`src/rtl/irq_arbiter.sv`:
```
// irq_arbiter: interrupt request arbiter with a PDP-8 style IOT control interface.
//
// Each request line is synchronised and then treated either as a level or as a
// rising-edge sticky request (EDGE_MASK). Requests are qualified by MASK to form
// PENDING. A four-state controller (DISABLED/ARMING/ENABLED/TAKEN) decides when
// an interrupt may be taken at an instruction boundary (STB_FETCH). The lowest
// pending channel wins.
//
// Optional feature: define IRQ_ARBITER_MASK_EN to build the loadable MASK
// register (LDMASK). Without it MASK is constant all ones and LDMASK is a no-op.
//
// Ports:
//   SYSCLK        in   system clock
//   RESET_N       in   asynchronous active-low reset
//   IRQ[NCH]      in   raw request lines (asynchronous)
//   IOT_EN        in   IOT strobe for this block
//   IOT_OP[3]     in   IOT function code
//   AC[12]        in   accumulator operand
//   STB_FETCH     in   instruction boundary pulse
//   IE            out  interrupts enabled
//   IRQ_OVERRIDE  out  force current instruction to JMS 0000
//   ACK           out  one-cycle pulse on entry to TAKEN
//   VECTOR[4]     out  serviced channel index
//   PENDING[NCH]  out  masked pending requests
//   SKIP          out  combinational skip request
//   DOUT[12]      out  RDVEC read data
module irq_arbiter #(
  parameter int unsigned     NCH         = 4,
  parameter int unsigned     SYNC_STAGES = 2,
  parameter logic [NCH-1:0]  EDGE_MASK   = '0
) (
  input  logic             SYSCLK,
  input  logic             RESET_N,
  input  logic [NCH-1:0]   IRQ,
  input  logic             IOT_EN,
  input  logic [2:0]       IOT_OP,
  input  logic [11:0]      AC,
  input  logic             STB_FETCH,
  output logic             IE,
  output logic             IRQ_OVERRIDE,
  output logic             ACK,
  output logic [3:0]       VECTOR,
  output logic [NCH-1:0]   PENDING,
  output logic             SKIP,
  output logic [11:0]      DOUT
);

  localparam logic [2:0] OpSkon    = 3'd0;
  localparam logic [2:0] OpIon     = 3'd1;
  localparam logic [2:0] OpIof     = 3'd2;
  localparam logic [2:0] OpSrq     = 3'd3;
  localparam logic [2:0] OpLdmask  = 3'd4;
  localparam logic [2:0] OpRdvec   = 3'd5;
  localparam logic [2:0] OpClrpend = 3'd6;

  typedef enum logic [1:0] {StDisabled, StArming, StEnabled, StTaken} state_e;

  state_e                            state_q, state_d;
  logic [SYNC_STAGES-1:0][NCH-1:0]   sync_q, sync_d;
  logic [NCH-1:0]                    prev_q;
  logic [NCH-1:0]                    sticky_q, sticky_d;
  logic [3:0]                        vector_q, vector_d;
  logic                              ack_q, ack_d;

  logic [NCH-1:0] sync_out;
  logic [NCH-1:0] rise;
  logic [NCH-1:0] mask;
  logic [NCH-1:0] pending;
  logic [NCH-1:0] clr;
  logic [3:0]     low_idx;
  logic           take;
  logic           iot_ion;
  logic           iot_off;
  logic           iot_clrpend;

  assign iot_ion     = IOT_EN && (IOT_OP == OpIon);
  // SKON disables just like IOF once its skip has been reported.
  assign iot_off     = IOT_EN && ((IOT_OP == OpSkon) || (IOT_OP == OpIof));
  assign iot_clrpend = IOT_EN && (IOT_OP == OpClrpend) && (32'(AC[3:0]) < NCH);

  // Synchroniser chain; stage 0 samples the raw line.
  always_comb begin
    sync_d    = sync_q;
    sync_d[0] = IRQ;
    for (int i = 1; i < int'(SYNC_STAGES); i++) begin
      sync_d[i] = sync_q[i-1];
    end
  end

  assign sync_out = sync_q[SYNC_STAGES-1];
  assign rise     = sync_out & ~prev_q & EDGE_MASK;

`ifdef IRQ_ARBITER_MASK_EN
  logic [NCH-1:0] mask_q, mask_d;

  always_comb begin
    mask_d = mask_q;
    if (IOT_EN && (IOT_OP == OpLdmask)) begin
      mask_d = AC[NCH-1:0];
    end
  end

  always_ff @(posedge SYSCLK or negedge RESET_N) begin
    if (!RESET_N) begin
      mask_q <= '1;
    end else begin
      mask_q <= mask_d;
    end
  end

  assign mask = mask_q;
`else
  assign mask = '1;
`endif

  logic unused_ac;
  assign unused_ac = ^AC;

  assign pending = ((sticky_q & EDGE_MASK) | (sync_out & ~EDGE_MASK)) & mask;

  // Lowest-index pending channel.
  always_comb begin
    low_idx = '0;
    for (int i = int'(NCH) - 1; i >= 0; i--) begin
      if (pending[i]) begin
        low_idx = 4'(i);
      end
    end
  end

  // Controller: the IOT is applied before the fetch strobe, so IOF beats a take.
  always_comb begin
    state_d = state_q;
    take    = 1'b0;
    unique case (state_q)
      StDisabled: begin
        if (iot_ion) state_d = StArming;
      end
      StArming: begin
        if (iot_off)        state_d = StDisabled;
        else if (STB_FETCH) state_d = StEnabled;
      end
      StEnabled: begin
        if (iot_off) begin
          state_d = StDisabled;
        end else if (STB_FETCH && (|pending)) begin
          state_d = StTaken;
          take    = 1'b1;
        end
      end
      StTaken: begin
        if (STB_FETCH) state_d = StDisabled;
      end
      default: state_d = StDisabled;
    endcase
  end

  // Sticky clears from a take and from CLRPEND; a new edge in the same cycle wins.
  always_comb begin
    clr = '0;
    for (int i = 0; i < int'(NCH); i++) begin
      if ((take && (low_idx == 4'(i))) || (iot_clrpend && (AC[3:0] == 4'(i)))) begin
        clr[i] = 1'b1;
      end
    end
    sticky_d = (sticky_q & ~clr) | rise;
    vector_d = take ? low_idx : vector_q;
    ack_d    = take;
  end

  always_ff @(posedge SYSCLK or negedge RESET_N) begin
    if (!RESET_N) begin
      state_q  <= StDisabled;
      sync_q   <= '0;
      prev_q   <= '0;
      sticky_q <= '0;
      vector_q <= '0;
      ack_q    <= 1'b0;
    end else begin
      state_q  <= state_d;
      sync_q   <= sync_d;
      prev_q   <= sync_out;
      sticky_q <= sticky_d;
      vector_q <= vector_d;
      ack_q    <= ack_d;
    end
  end

  assign IE           = (state_q == StEnabled);
  assign IRQ_OVERRIDE = (state_q == StTaken);
  assign ACK          = ack_q;
  assign VECTOR       = vector_q;
  assign PENDING      = pending;

  always_comb begin
    SKIP = 1'b0;
    if (IOT_EN && (IOT_OP == OpSkon)) SKIP = IE;
    if (IOT_EN && (IOT_OP == OpSrq))  SKIP = |pending;
  end

  assign DOUT = (IOT_EN && (IOT_OP == OpRdvec)) ? {8'b0, vector_q} : 12'b0;

endmodule

```
`config.mk`:
```
export PLATFORM = sky130hd
export DESIGN_NAME = irq_arbiter
export DESIGN_NICKNAME = d
export VERILOG_FILES = /design/src/rtl/irq_arbiter.sv
export SDC_FILE = /design/constraint.sdc
export NUM_CORES = 1
export LEC_CHECK = 0
export BUFFER_PORTS_ARGS = -buffer_cell sky130_fd_sc_hd__buf_2
export CAP_MARGIN = 20
export CORE_MARGIN = 8
export CORE_UTILIZATION = 41
export CTS_CLUSTER_DIAMETER = 100
export CTS_CLUSTER_SIZE = 24
export DETAILED_ROUTE_END_ITERATION = 12
export PLACE_DENSITY = 0.89
export SLEW_MARGIN = 40
export SYNTH_ARGS = -nofsm -noshare
export SYNTH_HDL_FRONTEND = slang
export SYNTH_SLANG_ARGS = --single-unit
```
`constraint.sdc`:
```
create_clock -name SYSCLK -period 2.77 [get_ports SYSCLK]
set_clock_uncertainty 0.15 [all_clocks]
set_input_delay 0.554 -clock SYSCLK [delete_from_list [all_inputs] [get_ports SYSCLK]]
set_output_delay 0.554 -clock SYSCLK [all_outputs]
set_load 0.02 [all_outputs]
```
# Yosys cells after proc, flatten, opt, wreduce, memory -nomap -nowiden
# Index checks and enable logic that the tools add are counted.
[totals]
reg_bits = 15
input_bits = 23
output_inout_bits = 24
wordCells = 44
[classes]
eq_ne = 11
n_mux = 17
n_reduce_logical = 11
[ops]
columns = ["operator", "count"]
rows = [
  ["2-bit two-way mux", 10],
  ["2-bit one-hot mux with 4 select lines", 1],
  ["3-bit by 2-bit == test with 1-bit output, second input constant", 2],
  ["1-bit logical AND", 6],
  ["1-bit two-way mux", 5],
  ["2-bit == test, second input constant", 2],
  ["4-bit two-way mux", 1],
  ["2-bit != test, second input constant", 2],
  ["4-bit AND reduction", 1],
  ["4-bit OR reduction", 1],
  ["3-bit by 1-bit == test with 1-bit output, second input constant", 1],
  ["3-bit == test, second input constant", 1],
  ["3-bit logical NOT", 1],
  ["3-bit by 1-bit != test with 1-bit output, second input constant", 1],
  ["3-bit != test, second input constant", 1],
  ["2-bit by 1-bit == test with 1-bit output, second input constant", 1],
  ["2-bit logical NOT", 1],
  ["1-bit logical OR", 1],
]

# Logic depth before layout (Yosys ltp)
# Gate-level depths: netlist of run 1.
[logic_depth]
ltp_word = 5
depth_mapped = 4
ltp_nobuf = 3

# Least setup slack after synthesis of run 1
# Ideal clock, no wire load.
[synth_path]
path_type = "input-to-output"
start = "input IOT_OP[0]"
end = "output SKIP"
arrival_ps = 1403
required_ps = 2066
setup_slack_ps = 663
cell_stages = 3
path_buffers = 0
cell_sequence = "nor4b_1 > a31oi_1 > nor3b_1"
[synth_via]
elab_chain_len = 4
word_cells_on_any_way = 6
classes_between = "eq/ne (1); mux (2); reduce/logical (3)"
[synth_rtl]
columns = ["element", "line_no", "source"]
rows = [
  ["start: declaration", "36", "input logic [2:0] IOT_OP,"],
  ["3-bit logical NOT", "197", "if (IOT_EN && (IOT_OP == OpSkon)) SKIP = IE;"],
  ["1-bit logical AND", "197", ""],
  ["1-bit two-way mux", "197", ""],
  ["1-bit two-way mux (*)", "198", "if (IOT_EN && (IOT_OP == OpSrq)) SKIP = |pending;"],
  ["end: declaration", "44", "output logic SKIP,"],
]
# Mark *: on every way between the ends. The rest lies on a longest branch, timed or not.

# Worst setup path after layout of run 1
[layout_path]
start = "register sync_q, in the netlist PENDING[1]"
end = "output SKIP"
[layout_via]
elab_chain_len = 2
[layout_rtl]
columns = ["element", "line_no", "source"]
rows = [
  ["start: declaration", "59", "logic [SYNC_STAGES-1:0][NCH-1:0] sync_q, sync_d;"],
  ["start signal: assignment", "181", "sync_q <= sync_d;"],
  ["4-bit OR reduction", "198", ""],
  ["1-bit two-way mux", "198", ""],
]
# No other way between the ends.

==> results.py, run 1 <==
metrics = {
    "run_status": {
        "status": "completed",
    },
    "synthesis": {
        "syn_avg_cell_area_um2": 11.5,
        "ys.flop_type": "dfrtp_1",
        "synth_area_leaders": "dfrtp_1 51%, buf_4 14%, and4_2 3.1%",
        "synthCells": 56,
        "syn_area_um2": 642,
        "ys_ff_latch": 13,
        "synth_edf_count": 0,
        "synthDistinctLibCells": 28,
        "yosysMostFrequentCell": "dfrtp_1",
        "synth.top_cell.area_share": 0.507,
        "yosys.area.top_type": "dfrtp_1",
        "ys_seq_area_frac": 0.507,
        "ys_top_cells_by_count": "13 x dfrtp_1, 12 x buf_4",
        "async_flop_share": 1.00,
        "synth_warnings": 0,
    },
    "global_route": {
        "grt_pass1_vias": 459,
        "top_usage_layer": "met2",
        "use_met1": 0.0817,
        "use_met2": 0.139,
        "grtUsageMet3": 0.0639,
        "grt_overflow_total": 0,
        "grt_pass1_wl_um": 2150,
        "antenna_found_initial": 0,
        "grt_usage": 0.0861,
        "grt_max_degree": 14,
    },
    "route": {
        "drt_pre_antenna_iters": 4,
        "ant_nets": 0,
        "drc": 0,
        "viasPerCell": 4.88,
        "wl_um": 1280,
        "drtIter0Drc": 6,
        "wl_per_cell_um": 13.3,
        "dr_total_vias": 468,
    },
    "sta": {
        "final_hold_viol_count": 0,
        "setup_violations": 0,
        "worst_slack_ns": 0.407,
        "fin_crit_sh": 0.853,
        "finalSetupTns_ns": 0,
        "period_minus_slack_ns": 2.36,
        "worst_hold_slack_ns": 0.199,
        "rsz0062_at_grt": "no",
        "slew_violations": 0,
        "fmax_ghz": 0.423,
    },
    "floorplan": {
        "num_rows": 14,
        "die_x_um": 55.6,
        "die_h_um": 55.6,
        "boundaryPins": 47,
        "core_um2": 1490,
        "die-area_um2": 3090,
        "start_util": 0.431,
    },
    "setup_path": {
        "critical_path_class": "reg2out",
        "cp.depth": 4,
        "path_buf_inv": 1,
        "startpoint_type": "register",
        "arrival_ns": 1.66,
        "worstPathRequired_ns": 2.07,
        "slowest_delay_ns": 0.56,
        "crit_fanout": 4,
        "cpMaxStageDelayCell": "or4_4",
        "worstSetupEndpointType": "output pin",
        "path_delay_family": "simple AND/OR/NAND/NOR gates",
        "path_cells": "or4_4, a31oi_1, nor3b_1, buf_2",
        "r2r_cells": 3,
    },
    "placed_design": {
        "hpwl_um": 1040,
        "place_inst": 91,
        "pre_cts_slack_ns": 0.649,
        "gp_congestion": 0.756,
        "port_buffers": 22,
        "place_area_um2": 708,
    },
    "finish": {
        "synthToLayoutAreaGrowth_pct": 16.2,
        "stdcell_count": 96,
        "filler_cell_count": 142,
        "drive_above_1_share": 0.375,
        "insertedDiodeCount": 0,
        "stdcell_area_um2": 746,
        "fin_nets": 104,
        "utilization": 0.501,
    },
    "power_and_ir_drop": {
        "ir_drop_uv": 400,
        "total_power_mw": 0.603,
        "leakagePower_nw": 0.385,
        "powerDensity_nw_per_um2": 808,
    },
    "clock_network": {
        "cts_tree": "done",
        "clock_latency_ns": 0.27,
        "cts-root-buf": "clkbuf_4",
        "htree_levels": 1,
        "numCtsBuffers": 3,
        "cts.sinks": 13,
        "clockBufferDepth": 2,
        "clk_pin_slew_ns": 0.08,
        "post-cts-setup-buffer-count": 0,
    },
    "hold_path": {
        "min_path_cells": 0,
        "hp-class": "reg2reg",
    },
    "job": {
        "drv_cap": 0,
    },
}
## registers in the layout, summed over array words and instances (netlist names)
signal and count:
PENDING 4, VECTOR 2, state_q 2, sync_d 4, ACK 1
## worst paths after layout
| path | from | to | slack [ns] |
|---|---|---|---|
| worst min register to register | sync_d[6] | PENDING[2] | 0.20 |
| worst min-delay path | sync_d[6] | PENDING[2] | 0.20 |
| worst max-delay path | PENDING[1] | SKIP | 0.41 |
| min in group asynchronous | RESET_N | PENDING[2] | 0.54 |
| worst max register to register | PENDING[1] | VECTOR[1] | 1.18 |
| max in group asynchronous | RESET_N | PENDING[1] | 1.71 |
## routing by layer
metal	routed length, um	up-vias
met3	137	0
met2	665	20
met4	0	0
li1	-	227
met5	0	-
met1	474	221
## cells in the final DEF (no fill, tap or decap), types with 2 or more instances in the layout
| cell type | n |
|---|---|
| conb_1 | 12 |
| and4_2 | 2 |
| nand4_1 | 2 |
| dfrtp_1 | 13 |
| buf_2 | 22 |
| a31oi_1 | 2 |
| inv_1 | 2 |
| clkbuf_4 | 3 |
| a41oi_1 | 2 |
## cell type report
cell class | count | area [um2] | area share
inverter | 2 | 7.51 | 0.0101
clock buffer | 3 | 22.5 | 0.0302
timing repair buffer | 23 | 120 | 0.161
multi-input combinational | 38 | 245 | 0.329
sequential | 13 | 325 | 0.436
tap | 16 | 20.0 | 0.0268
clock inverter | 1 | 5.00 | 0.00671
## worst register-to-register path: stages, from the launching register on
cell and delay, ns:
dfrtp_1 0.41, or4_4 0.56, and4_4 0.20, o21a_1 0.17
## power by group
part / internal (mW) / switching (mW) / leakage [nW]
clock: 0.0535 / 0.0615 / 0.0177
combinational: 0.0889 / 0.131 / 0.212
sequential: 0.228 / 0.0401 / 0.155
## what timing repair did
action / 4_1_cts / 5_1_grt
hold buffers: 1 / 0
gates resized for setup: 0 / 0
hold endpoints to repair: 13 / 0
## cells by family (layout without fill, tap and decap cells)
group,Yosys count,after routing,share of synthesized area
flip-flops,13,13,0.507
other,1,12,0.00584
AND/OR/NAND/NOR,15,15,0.179
AO/OA/AOI/OAI,11,11,0.133
buffers and inverters,16,29,0.175
No activity file was read; power rests on OpenSTA's default activity.
==> run 2, diff against run 1 <==
CTS_CLUSTER_SIZE = 20   (was 24)
REMOVE_ABC_BUFFERS = 1   (was unset)
==> results.py, run 2 (synthesis results as in run 1) <==
metrics = {
    "clock_network": {
        "clk_pin_slew_ns": 0.08,
        "clockBufferDepth": 2,
        "numCtsBuffers": 3,
        "htree_levels": 1,
        "post-cts-setup-buffer-count": 0,
        "postCtsHoldBufs": 0,
        "cts_resized": 0,
        "cts.sinks": 13,
        "clock_latency_ns": 0.27,
        "cts-root-buf": "clkbuf_4",
        "cts_tree": "done",
    },
    "route": {
        "dr_total_vias": 492,
        "ant_nets": 0,
        "drc": 0,
        "viasPerCell": 5.18,
        "wl_per_cell_um": 13.8,
        "drtIter0Drc": 5,
        "drt_pre_antenna_iters": 3,
        "wl_um": 1310,
    },
    "setup_path": {
        "arrival_ns": 1.66,
        "r2r_cells": 3,
        "worstSetupEndpointType": "output pin",
        "critical_path_class": "reg2out",
        "worstPathRequired_ns": 2.07,
        "crit_fanout": 4,
        "startpoint_type": "register",
        "worst-r2r-setup-slack_ns": 1.18,
    },
    "power_and_ir_drop": {
        "ir_drop_uv": 404,
        "powerDensity_nw_per_um2": 819,
        "leakagePower_nw": 0.378,
    },
    "finish": {
        "final_common_cell": "buf_2",
        "utilization": 0.493,
        "synthToLayoutAreaGrowth_pct": 14.4,
        "fin_nets": 103,
        "drive_above_1_share": 0.367,
        "filler_cell_count": 148,
        "layout_common_cells": "22 x buf_2, 13 x dfrtp_1, 12 x conb_1",
        "insertedDiodeCount": 0,
    },
    "global_route": {
        "grt_pass1_vias": 508,
        "grt_max_degree": 14,
        "top_usage_layer": "met2",
        "grt_overflow_total": 0,
        "use_met2": 0.130,
        "use_met1": 0.0768,
        "grt_usage": 0.0868,
        "grtUsageMet3": 0.0776,
        "grt_pass1_wl_um": 2240,
        "antenna_found_initial": 0,
    },
    "sta": {
        "rsz0062_at_grt": "no",
        "slew_violations": 0,
        "fin_crit_sh": 0.855,
        "setup_violations": 0,
        "period_minus_slack_ns": 2.37,
        "fmax_ghz": 0.422,
        "finalSetupTns_ns": 0,
        "final_hold_viol_count": 6,
        "worst_hold_slack_ns": -0.00205,
    },
    "floorplan": {
        "num_rows": 14,
        "die_x_um": 55.6,
        "die_h_um": 55.6,
        "core_um2": 1490,
        "boundaryPins": 47,
        "die-area_um2": 3090,
        "start_util": 0.431,
    },
    "run_status": {
        "violations": "negative hold slack",
        "status": "finished, violations left",
    },
    "hold_path": {
        "hp-class": "in2async",
    },
    "job": {
        "drv_cap": 0,
    },
    "placed_design": {
        "hpwl_um": 1100,
        "gp_congestion": 0.701,
        "port_buffers": 22,
    },
}
==> run 2: changes by cell type in the layout (fill, tap and decap cells not counted), sizes merged <==
cell         delta
clkbuf          +1
clkinv          -1
dlygate4sd3     -1
==> run 2: power breakdown <==
group / switching, mW / internal, mW
Sequential: 0.0415 / 0.228
Clock: 0.0575 / 0.0557
Combinational: 0.130 / 0.0879
Total: 0.229 / 0.372
==> run 2: per-layer routing <==
layer  wire length [um]  part of all wire  up-vias
met4                 13            0.0099        0
met2                584              0.44       31
met5                  0                 0        -
met3                246              0.19        2
li1                   -                 -      226
met1                469              0.36      233
==> run 2: worst paths after layout <==
| path | endpoint | start |
|---|---|---|
| hold / removal | sync_d[6] | RESET_N |
| hold reg to reg | PENDING[0] | sync_d[4] |
| max in group asynchronous | VECTOR[0] | RESET_N |
| setup reg to reg | VECTOR[1] | PENDING[1] |
| setup / recovery | SKIP | PENDING[1] |
| min in group SYSCLK | PENDING[0] | sync_d[4] |
==> run 2: per-stage QoR <==
step / hold slack [ns] / setup WS, ns / std cells / cell area, um2 / power (mW)
finish: -0.00205 / 0.401 / 95 / 734 / 0.601
global route: 0.0132 / 0.313 / 95 / 734 / 0.647
CTS: 0.00695 / 0.386 / 95 / 734 / 0.609
detailed placement: 0.186 / 0.665 / 91 / 708 / 0.495
global placement: 0.182 / 0.715 / 91 / 708 / 0.483
floorplan: 0.108 / 0.663 / 53 / 578 / 0.417
==> run 2: critical path, cell delays in order, from the launching register on <==
cell and delay (ns):
dfrtp_1 0.41, or4_4 0.56, a31oi_1 0.20, nor3b_1 0.07, buf_2 0.16
==> run 2: area by class of cell <==
cell class              instances  area, um2  area share
clock buffers                   4       26.3      0.0358
inverters                       2       7.51      0.0102
multi-input cells              38        245       0.334
flip-flops and latches         13        325       0.443
well taps                      16       20.0      0.0273
repair buffers                 22        110       0.150
==> run 3, diff against run 2 <==
RECOVER_POWER = 100   (was unset)
==> results.py, run 3 (synthesis results as in run 1) <==
metrics = {
    "route": {
        "drtIter0Drc": 4,
        "ant_nets": 0,
        "wl_per_cell_um": 13.9,
        "drt_pre_antenna_iters": 4,
        "drc": 0,
        "dr_total_vias": 490,
        "wl_um": 1320,
        "viasPerCell": 5.16,
    },
    "hold_path": {
        "hp-class": "in2async",
    },
    "sta": {
        "setup_violations": 0,
        "finalSetupTns_ns": 0,
        "worst_pin_slew_ns": 0.668,
        "worst_slack_ns": 0.366,
        "slew_violations": 0,
        "period_minus_slack_ns": 2.40,
        "rsz0062_at_grt": "no",
        "final_hold_viol_count": 0,
        "fin_crit_sh": 0.868,
        "relSlewSlack": 0.555,
        "fmax_ghz": 0.416,
    },
    "setup_path": {
        "worst-r2r-setup-slack_ns": 1.12,
        "cp-startpoint": "PENDING[1]",
        "rr_startpoint": "PENDING[1]",
        "worstSetupEndpointType": "output pin",
        "arrival_ns": 1.70,
        "r2r-end": "VECTOR[1]",
        "critical_path_class": "reg2out",
        "r2r_cells": 3,
        "crit_fanout": 4,
        "worstPathRequired_ns": 2.07,
        "startpoint_type": "register",
        "crit_end": "SKIP",
    },
    "placed_design": {
        "port_buffers": 22,
        "hpwl_um": 1100,
        "pre_cts_slack_ns": 0.665,
        "gp_congestion": 0.701,
        "place_area_um2": 708,
    },
    "global_route": {
        "grt_pass1_wl_um": 2240,
        "grt_usage": 0.0868,
        "grt_pass1_vias": 508,
        "antenna_found_initial": 0,
        "grt_max_degree": 14,
        "grt_overflow_total": 0,
    },
    "floorplan": {
        "die_x_um": 55.6,
        "die_h_um": 55.6,
        "core_um2": 1490,
        "die-area_um2": 3090,
        "start_util": 0.431,
        "boundaryPins": 47,
        "num_rows": 14,
    },
    "power_and_ir_drop": {
        "leakagePower_nw": 0.329,
        "power.clock.fraction": 0.191,
        "internal_power_mw": 0.358,
        "ir_drop_uv": 400,
        "switching_share": 0.391,
        "powerDensity_nw_per_um2": 827,
        "p_switching_mw": 0.230,
        "seqPwrFrac": 0.460,
        "total_power_mw": 0.588,
        "pwr-share-comb": 0.349,
    },
    "clock_network": {
        "cts_resized": 0,
        "cts-root-buf": "clkbuf_4",
        "postCtsHoldBufs": 0,
        "htree_levels": 1,
        "clk_pin_slew_ns": 0.08,
        "post-cts-setup-buffer-count": 0,
        "clockBufferDepth": 2,
        "numCtsBuffers": 3,
        "cts_tree": "done",
        "clock_latency_ns": 0.27,
        "cts.sinks": 13,
    },
    "finish": {
        "synthToLayoutAreaGrowth_pct": 10.7,
        "drive_above_1_share": 0.165,
        "utilization": 0.477,
        "stdcell_area_um2": 711,
        "insertedDiodeCount": 0,
        "fin_nets": 103,
        "final_common_cell": "clkbuf_1",
        "layout_common_cells": "15 x clkbuf_1, 13 x dfrtp_1, 12 x conb_1",
    },
    "job": {
        "drv_cap": 0,
    },
    "run_status": {
        "status": "completed",
    },
}
## run 3: changes by cell type in the layout (fill, tap and decap cells not counted)
cell,previous run,this run
and4_1,0,1
and4_4,1,0
buf_2,22,8
clkbuf_1,1,15
or4_1,0,1
or4_4,1,0
## run 3: final cells by class
type                            instances  area (um2)
Fill cell                             159         778
Sequential cell                        13         325
Multi-Input combinational cell         38         239
Timing Repair Buffer                   22        92.6
Clock buffer                            4        26.3
Tap cell                               16        20.0
Inverter                                2        7.51
## run 3: worst min-delay path by stage
stage / from / endpoint / slack, ns / depth (start not counted)
floorplan: RESET_N / ACK / 0.11 / 0
global placement: sync_d[4] / PENDING[0] / 0.18 / 0
detailed placement: sync_d[4] / PENDING[0] / 0.19 / 0
CTS: RESET_N / sync_d[7] / 0.007 / 1
global route: RESET_N / sync_d[6] / 0.20 / 1
finish: RESET_N / sync_d[6] / 0.14 / 1
## run 3: per-stage QoR
| stage | instances | hold slack (ns) |
|---|---|---|
| global route | 95 | 0.195 |
| detailed placement | 91 | 0.186 |
| CTS | 95 | 0.00695 |
| global placement | 91 | 0.182 |
| finish | 95 | 0.135 |
| floorplan | 53 | 0.108 |
## run 3: routing by layer
layer,track usage,vias up,share of wire
met5,0,-,0
met4,0.0493,0,0
met3,0.0776,0,0.19
met2,0.130,29,0.45
met1,0.0768,233,0.36
li1,-,228,-
## run 3: power by group through the flow
stage	Combinational, mW	Sequential, mW	Clock (mW)
global route	0.228	0.279	0.128
finish	0.205	0.270	0.112
CTS	0.221	0.270	0.117
global placement	0.213	0.270	0
floorplan	0.128	0.289	0
detailed placement	0.221	0.274	0
## run 3: worst max-delay path: stages, from the launching register on
cell      delay, ns
dfrtp_1        0.41
or4_1          0.58
a31oi_1        0.21
nor3b_1        0.07
clkbuf_1       0.17
